--- config.mk ---
export PLATFORM = sky130hd
export DESIGN_NAME = delay_timer
export DESIGN_NICKNAME = d
export VERILOG_FILES = /design/src/rtl/delay_timer.sv
export SDC_FILE = /design/constraint.sdc
export NUM_CORES = 1
export LEC_CHECK = 0
export ABC_CLOCK_PERIOD_IN_PS = 3900
export CORE_ASPECT_RATIO = 1.75
export CORE_MARGIN = 3
export CORE_UTILIZATION = 45
export DETAILED_ROUTE_END_ITERATION = 6
export GPL_TIMING_DRIVEN = 0
export PLACE_DENSITY = 0.59
export SKIP_LAST_GASP = 1
export SLEW_MARGIN = 10
export SYNTH_ARGS = -nofsm -noshare
export SYNTH_HDL_FRONTEND = slang
export SYNTH_SLANG_ARGS = --single-unit
--- constraint.sdc ---
create_clock -name clk -period 3.9 [get_ports clk]
set_input_delay 0.78 -clock clk [delete_from_list [all_inputs] [get_ports clk]]
set_output_delay 0.78 -clock clk [all_outputs]
set_load 0.05 [all_outputs]
--- src/rtl/delay_timer.sv ---
// Multi-channel delay/period timer: each channel counts 0..P and emits a
// one-cycle registered pulse on expiry, one-shot or auto-reloading.

module delay_timer_ch #(
  parameter int CBITS     = 16,
  parameter int N_DEFAULT = 50000
) (
  input  logic             clk,
  input  logic             rst,
  input  logic             i_start,
  input  logic             i_stop,
  input  logic             i_wr,
  input  logic [CBITS-1:0] i_period,
  input  logic             i_periodic,
  output logic             o_sig,
  output logic             o_busy
);
  localparam logic [0:0]       S_IDLE = 1'b0;
  localparam logic [0:0]       S_RUN  = 1'b1;
  localparam logic [CBITS-1:0] P_RST  = CBITS'(N_DEFAULT);

  logic [0:0]       r_state;
  logic [CBITS-1:0] r_cfg_p, r_act_p, r_cnt;
  logic             r_cfg_m, r_act_m, r_sig;

  always_ff @(posedge clk) begin
    if (rst) begin
      r_state <= S_IDLE;
      r_cfg_p <= P_RST;
      r_cfg_m <= 1'b0;
      r_act_p <= P_RST;
      r_act_m <= 1'b0;
      r_cnt   <= '0;
      r_sig   <= 1'b0;
    end else begin
      // Loads below read the pre-write config, so a write coincident with
      // start/reload takes effect only at the following load.
      if (i_wr) begin
        r_cfg_p <= i_period;
        r_cfg_m <= i_periodic;
      end
      r_sig <= 1'b0;
      if (i_stop) begin
        r_state <= S_IDLE;
        r_cnt   <= '0;
      end else if (i_start) begin
        r_state <= S_RUN;
        r_cnt   <= '0;
        r_act_p <= r_cfg_p;
        r_act_m <= r_cfg_m;
      end else if (r_state == S_RUN) begin
        if (r_cnt == r_act_p) begin
          r_sig <= 1'b1;
          r_cnt <= '0;
          if (r_act_m) begin
            r_act_p <= r_cfg_p;
            r_act_m <= r_cfg_m;
          end else begin
            r_state <= S_IDLE;
          end
        end else begin
          r_cnt <= r_cnt + CBITS'(1);
        end
      end
    end
  end

  assign o_sig  = r_sig;
  assign o_busy = (r_state == S_RUN);
endmodule

module delay_timer #(
  parameter int NCH       = 4,
  parameter int CBITS     = 16,
  parameter int N_DEFAULT = 50000,
  parameter int CHW       = (NCH > 1) ? $clog2(NCH) : 1
) (
  input  logic             clk,
  input  logic             rst,
  input  logic             cfg_we,
  input  logic [CHW-1:0]   cfg_ch,
  input  logic [CBITS-1:0] cfg_period,
  input  logic             cfg_periodic,
  input  logic [NCH-1:0]   start,
  input  logic [NCH-1:0]   stop,
  input  logic             err_clr,
  output logic [NCH-1:0]   sig,
  output logic [NCH-1:0]   busy,
  output logic             err,
  output logic [CHW-1:0]   err_ch
);
  localparam logic [CHW:0] NCH_W = NCH[CHW:0];

  logic           w_bad;
  logic [NCH-1:0] w_wr;
  logic           r_err;
  logic [CHW-1:0] r_err_ch;

  assign w_bad = cfg_we & ((cfg_period == '0) | ({1'b0, cfg_ch} >= NCH_W));

  for (genvar i = 0; i < NCH; i++) begin : g_ch
    assign w_wr[i] = cfg_we & ~w_bad & (cfg_ch == CHW'(i));
    delay_timer_ch #(.CBITS(CBITS), .N_DEFAULT(N_DEFAULT)) u_ch (
      .clk       (clk),
      .rst       (rst),
      .i_start   (start[i]),
      .i_stop    (stop[i]),
      .i_wr      (w_wr[i]),
      .i_period  (cfg_period),
      .i_periodic(cfg_periodic),
      .o_sig     (sig[i]),
      .o_busy    (busy[i])
    );
  end

  // A rejected write beats err_clr; err_ch keeps the first offender until cleared.
  always_ff @(posedge clk) begin
    if (rst) begin
      r_err    <= 1'b0;
      r_err_ch <= '0;
    end else if (w_bad) begin
      r_err <= 1'b1;
      if (!r_err || err_clr) r_err_ch <= cfg_ch;
    end else if (err_clr) begin
      r_err    <= 1'b0;
      r_err_ch <= '0;
    end
  end

  assign err    = r_err;
  assign err_ch = r_err_ch;
endmodule

# Word-level counts from Yosys, hierarchy flattened
# Cells that the tools add are included.
totals:
  ff_bits: 211
classes:
  n_reduce_logical: 38
  muxes: 61
  add_sub_neg: 4
  eq_ne: 8
  n_bitwise: 15
op_table:
  columns: ["operator", "n"]
  rows:
  - ["16-bit two-way mux", 20]
  - ["16-bit by 1-bit adder with 16-bit output, second input constant", 4]
  - ["16-bit equality test", 4]
  - ["1-bit two-way mux", 38]
  - ["2-bit nonzero test", 13]
  - ["16-bit zero test", 1]
  - ["4-bit AND reduction", 4]
  - ["4-bit OR reduction", 4]
  - ["3-bit AND reduction", 4]
  - ["3-bit OR reduction", 4]
  - ["1-bit inverter", 9]
  - ["2-bit OR reduction", 4]
  - ["1-bit bitwise AND", 6]
  - ["2-bit two-way mux", 3]
  - ["2-bit equality test, second input constant", 2]
  - ["2-bit by 1-bit equality test with 1-bit output, second input constant", 1]
  - ["2-bit zero test", 1]
  - ["2-bit by 1-bit inequality test with 1-bit output, second input constant", 1]
  - ["2-bit AND reduction", 1]
  - ["1-bit zero test", 1]
  - ["1-bit logical OR", 1]

# Longest topological paths before layout
depth:
  ltp_word: 5
  depth_mapped: 7
  mapped_depth_nobuf: 6

# Hierarchy
# Synthesis repeated with hierarchy kept, for this count alone.
hier_totals:
  hier_cells: 1161
  hier_area_um2: 10630.2
by_module_without_submodules:
  columns: ["module", "area_per_inst_um2", "cells_each", "n_inst"]
  rows:
  - ["delay_timer_ch", 2600.0, 284, 4]
  - ["delay_timer", 230.2, 25, 1]

# Worst setup path before layout
# OpenSTA, ideal clock, no wires.
synth_path:
  path_type: "input -> register"
  start: "input cfg_period[6]"
  end: "register g_ch[0].u_ch.r_cfg_p[0]"
  path_slack_ns: 1.607
  arrival_ns: 2.165
  stages: 7
  cell_sequence: "nor4_1 -> and4_1 -> nor4_1 -> buf_2 -> buf_4 -> mux2i_1 -> nor2_1"
synth_between:
  elab_chain_len: 5
synth_rtl:
  columns: ["item", "line", "source"]
  rows:
  - ["start, declared", "82", "input logic [CBITS-1:0] cfg_period,"]
  - ["16-bit zero test", "99", "assign w_bad = cfg_we & ((cfg_period == '0) | ({1'b0, cfg_ch} >= NCH_W));"]
  - ["1-bit bitwise AND", "99", null]
  - ["1-bit inverter", "102", "assign w_wr[i] = cfg_we & ~w_bad & (cfg_ch == CHW'(i));"]
  - ["1-bit bitwise AND (2 in series)", "102", null]
  - ["end signal, assigned", "39", "r_cfg_p <= i_period;"]
  - ["end, declared", "23", "logic [CBITS-1:0] r_cfg_p, r_act_p, r_cnt;"]
# Every way passes these cells.
# A chain may end at the register's enable or synchronous reset.

# Worst setup path in the final report
layout_path:
  start: "input cfg_period[7]"
  end: "register g_ch[0].u_ch.r_cfg_p[0]"
# Same word-level chain as after synthesis.

==> flow_metrics.py <==
metrics = {
    "cells_and_area": {
        "multi_input_area_mm2": 0.00474,
        "nets": 1083,
        "syn_to_final_growth_pct": 14.5,
        "drive_gt1_share_pct": 5.19,
        "diodes": 0,
        "register_area_mm2": 0.00422,
        "fillers": 1921,
    },
    "synthesis": {
        "syn_inst": 984,
        "yosysTopAreaCellShare_pct": 45.2,
        "avgSynthCellArea_um2": 9.49,
        "synth_ff_type": "dfxtp_1",
        "synth_seq_cells": 211,
        "synth_nets": 1019,
        "ys_seq_area_share_pct": 45.2,
        "synth_area_leaders": "dfxtp_1 45%, mux2i_1 12%, xor2_1 9.3%",
        "synth_cell_types": 39,
        "ys_warn_count": 0,
        "yosysTopAreaCell": "dfxtp_1",
        "synth_edf_count": 0,
        "syn_area_mm2": 0.00934,
        "synthArstFlopShare_pct": 0,
    },
    "timing": {
        "worst_slew_pin_slew_ns": 0.915,
        "fin_setup_tns_ns": 0,
        "min_period_over_period_pct": 82.6,
        "finalHoldViolCount": 0,
        "maxSlewHeadroom_pct": 38.4,
        "min_period_ns": 3.22,
        "skew_ns": 0.0104,
        "finalSetupViolCount": 0,
        "maxSlewViolCount": 0,
        "rsz0062_at_grt": "false",
        "fmax_ghz": 0.310,
        "setup_ws_ns": 0.678,
    },
    "power": {
        "power_density_mw_per_mm2": 415,
        "vdd_ir_drop_max_mv": 0.380,
        "leakage_nw": 4.24,
    },
    "job": {
        "cap_violations": 0,
    },
    "clocking": {
        "cts_setup_buffers": 0,
        "tritoncts": "built",
        "cts.path.max_buffers": 3,
        "cts_resized": 0,
        "cts_root_buffer": "clkbuf_16",
        "clkSinkCount": 211,
        "clkTransAtPathRegs_ns": 0.06,
        "htreeDepth": 1,
        "ctsHoldBuffers": 0,
        "clk_latency_ns": 0.49,
        "cts_buffers": 21,
    },
    "critical_path": {
        "crit_type": "in -> reg",
        "worstPathRequired_ns": 4.26,
        "cp_max_fo": 10,
        "slowest_delay_ns": 0.77,
        "critPathMostFrequentCell": "nor4_1",
        "crit_path_top_delay_cell": "clkdlybuf4s50_1",
        "crit_path_end_kind": "flip-flop",
        "crit_chain": "clkdlybuf4s50_1, nor4_1, and4_1, nor4_1, buf_2, buf_4, mux2i_1, nor2_1",
        "startpoint_type": "primary input",
        "arrival_ns": 3.58,
        "cp_num_buf_inv": 3,
        "crit_family": "buffers and inverters",
    },
    "outcome": {
        "outcome": "finished clean",
    },
    "global_route": {
        "grt-ovfl-total": 0,
        "grt_pass1_wl_um": 35500,
        "grt_pass1_vias": 6728,
        "track_usage_pct": 19.9,
        "grt_max_degree": 14,
        "antenna_found_initial": 0,
    },
    "placement": {
        "gp_congestion": 0.859,
        "hpwl_um": 16600,
        "dp_slack_ns": 0.161,
        "port_buffers": 41,
    },
    "detailed_routing": {
        "drt_pass1_iterations": 4,
        "drt_iter0_markers": 348,
        "drtAntennaViolNets": 0,
        "routed_wl_um": 22300,
        "viasPerCell": 5.12,
        "drcViolationCount": 0,
        "wl_per_cell_um": 17.1,
        "num_vias": 6688,
    },
    "die": {
        "io_pins": 42,
        "initial_utilization_pct": 45.8,
        "coreArea_mm2": 0.0204,
        "die_h_um": 197,
        "die_w_um": 115,
        "num_rows": 69,
        "dieArea_mm2": 0.0226,
    },
    "hold_path": {
        "hold_path.class": "reg -> reg",
    },
}
==> state kept, by name, indices dropped and copies added (netlist names) <==
name	flops
g_ch.u_ch.r_act_p	64
g_ch.u_ch.r_cfg_p	64
g_ch.u_ch.r_cnt	64
g_ch.u_ch.o_busy	4
g_ch.u_ch.o_sig	4
g_ch.u_ch.r_act_m	4
g_ch.u_ch.r_cfg_m	4
err_ch	2
err	1
==> final timing paths <==
kind	startpoint	end	slack [ns]	depth (start not counted)
hold reg to reg	g_ch[3].u_ch.r_cfg_p[15]	g_ch[3].u_ch.r_cfg_p[15]	0.46	1
hold / removal	g_ch[3].u_ch.r_cfg_p[15]	g_ch[3].u_ch.r_cfg_p[15]	0.46	1
setup / recovery	cfg_period[7]	g_ch[0].u_ch.r_cfg_p[0]	0.68	8
setup reg to reg	g_ch[1].u_ch.r_cnt[11]	g_ch[1].u_ch.r_act_p[13]	1.41	6
==> metrics by stage <==
step	util [%]	instance area (um^2)	power, W	hold slack (ns)	cells
floorplan	-	9340	0.00245	0.436	984
global placement	49.4	10100	0.00257	0.444	1273
detailed placement	49.4	10100	0.00257	0.451	1273
CTS	52.5	10700	0.00450	0.467	1307
global route	52.5	10700	0.00460	0.485	1307
finish	52.5	10700	0.00443	0.464	1307
==> cell usage in the layout (no fill, tap or decap), types with 23 or more instances in the layout <==
cell type	instances
a211o_1	24
clkbuf_1	40
clkdlybuf4s50_1	41
dfxtp_1	211
inv_1	25
mux2i_1	112
nand2b_1	86
nor2_1	189
nor4_1	23
xnor2_1	25
xor2_1	99
==> report_power, final <==
group | total [W] | switching [W] | leakage, nW | internal, W
sequential | 0.00222 | 0.0000247 | 1.71 | 0.00220
clock | 0.00191 | 0.000815 | 0.316 | 0.00110
combinational | 0.000299 | 0.000172 | 2.21 | 0.000126
total | 0.00443 | 0.00101 | 4.24 | 0.00342
==> routing by layer <==
metal	global-route usage, %	vias up	share of wire, %	wire, um
li1	-	3416	-	-
met1	22.7	3137	41	9150
met2	37.3	91	53	11800
met3	2.12	44	2.6	582
met4	7.09	0	3.4	757
met5	0	-	0	0
==> layout make-up <==
| class | count | area share [%] |
|---|---|---|
| Tap cell | 248 | 2.90 |
| Timing Repair Buffer | 41 | 3.84 |
| Multi-Input combinational cell | 694 | 44.3 |
| Clock inverter | 2 | 0.0936 |
| Sequential cell | 211 | 39.5 |
| Buffer | 54 | 2.61 |
| Clock buffer | 32 | 5.86 |
| Inverter | 25 | 0.878 |
==> cell families (layout without fill, tap and decap cells) <==
family | Yosys count | count (layout) | synth area share [%]
adder cells (fa/ha/maj) | 4 | 4 | 0.536
XOR/XNOR | 124 | 124 | 11.6
buffers and inverters | 79 | 154 | 3.99
flip-flops | 211 | 211 | 45.2
AND/OR/NAND/NOR | 397 | 397 | 21.1
AO/OA/AOI/OAI | 57 | 57 | 5.49
multiplexers | 112 | 112 | 12.0
==> cells in the mapped netlist (10+ instances only) <==
| master | n |
|---|---|
| mux2i_1 | 112 |
| clkbuf_1 | 35 |
| nand2b_1 | 86 |
| a211o_1 | 24 |
| inv_1 | 25 |
| nor2_1 | 189 |
| xnor2_1 | 25 |
| nand3_1 | 19 |
| dfxtp_1 | 211 |
| nor4_1 | 23 |
| nand2_1 | 18 |
| xor2_1 | 99 |
| nand4_1 | 20 |
| nor3_1 | 10 |
==> worst register-to-register path, cell delays in order, from the launching register on <==
cell and delay, ns:
dfxtp_1 0.36, xor2_1 0.15, nor4_1 0.39, nand4_1 0.37
o41ai_4 0.68, buf_6 0.27, mux2i_1 0.20
No activity file was read; power rests on OpenSTA's default activity.
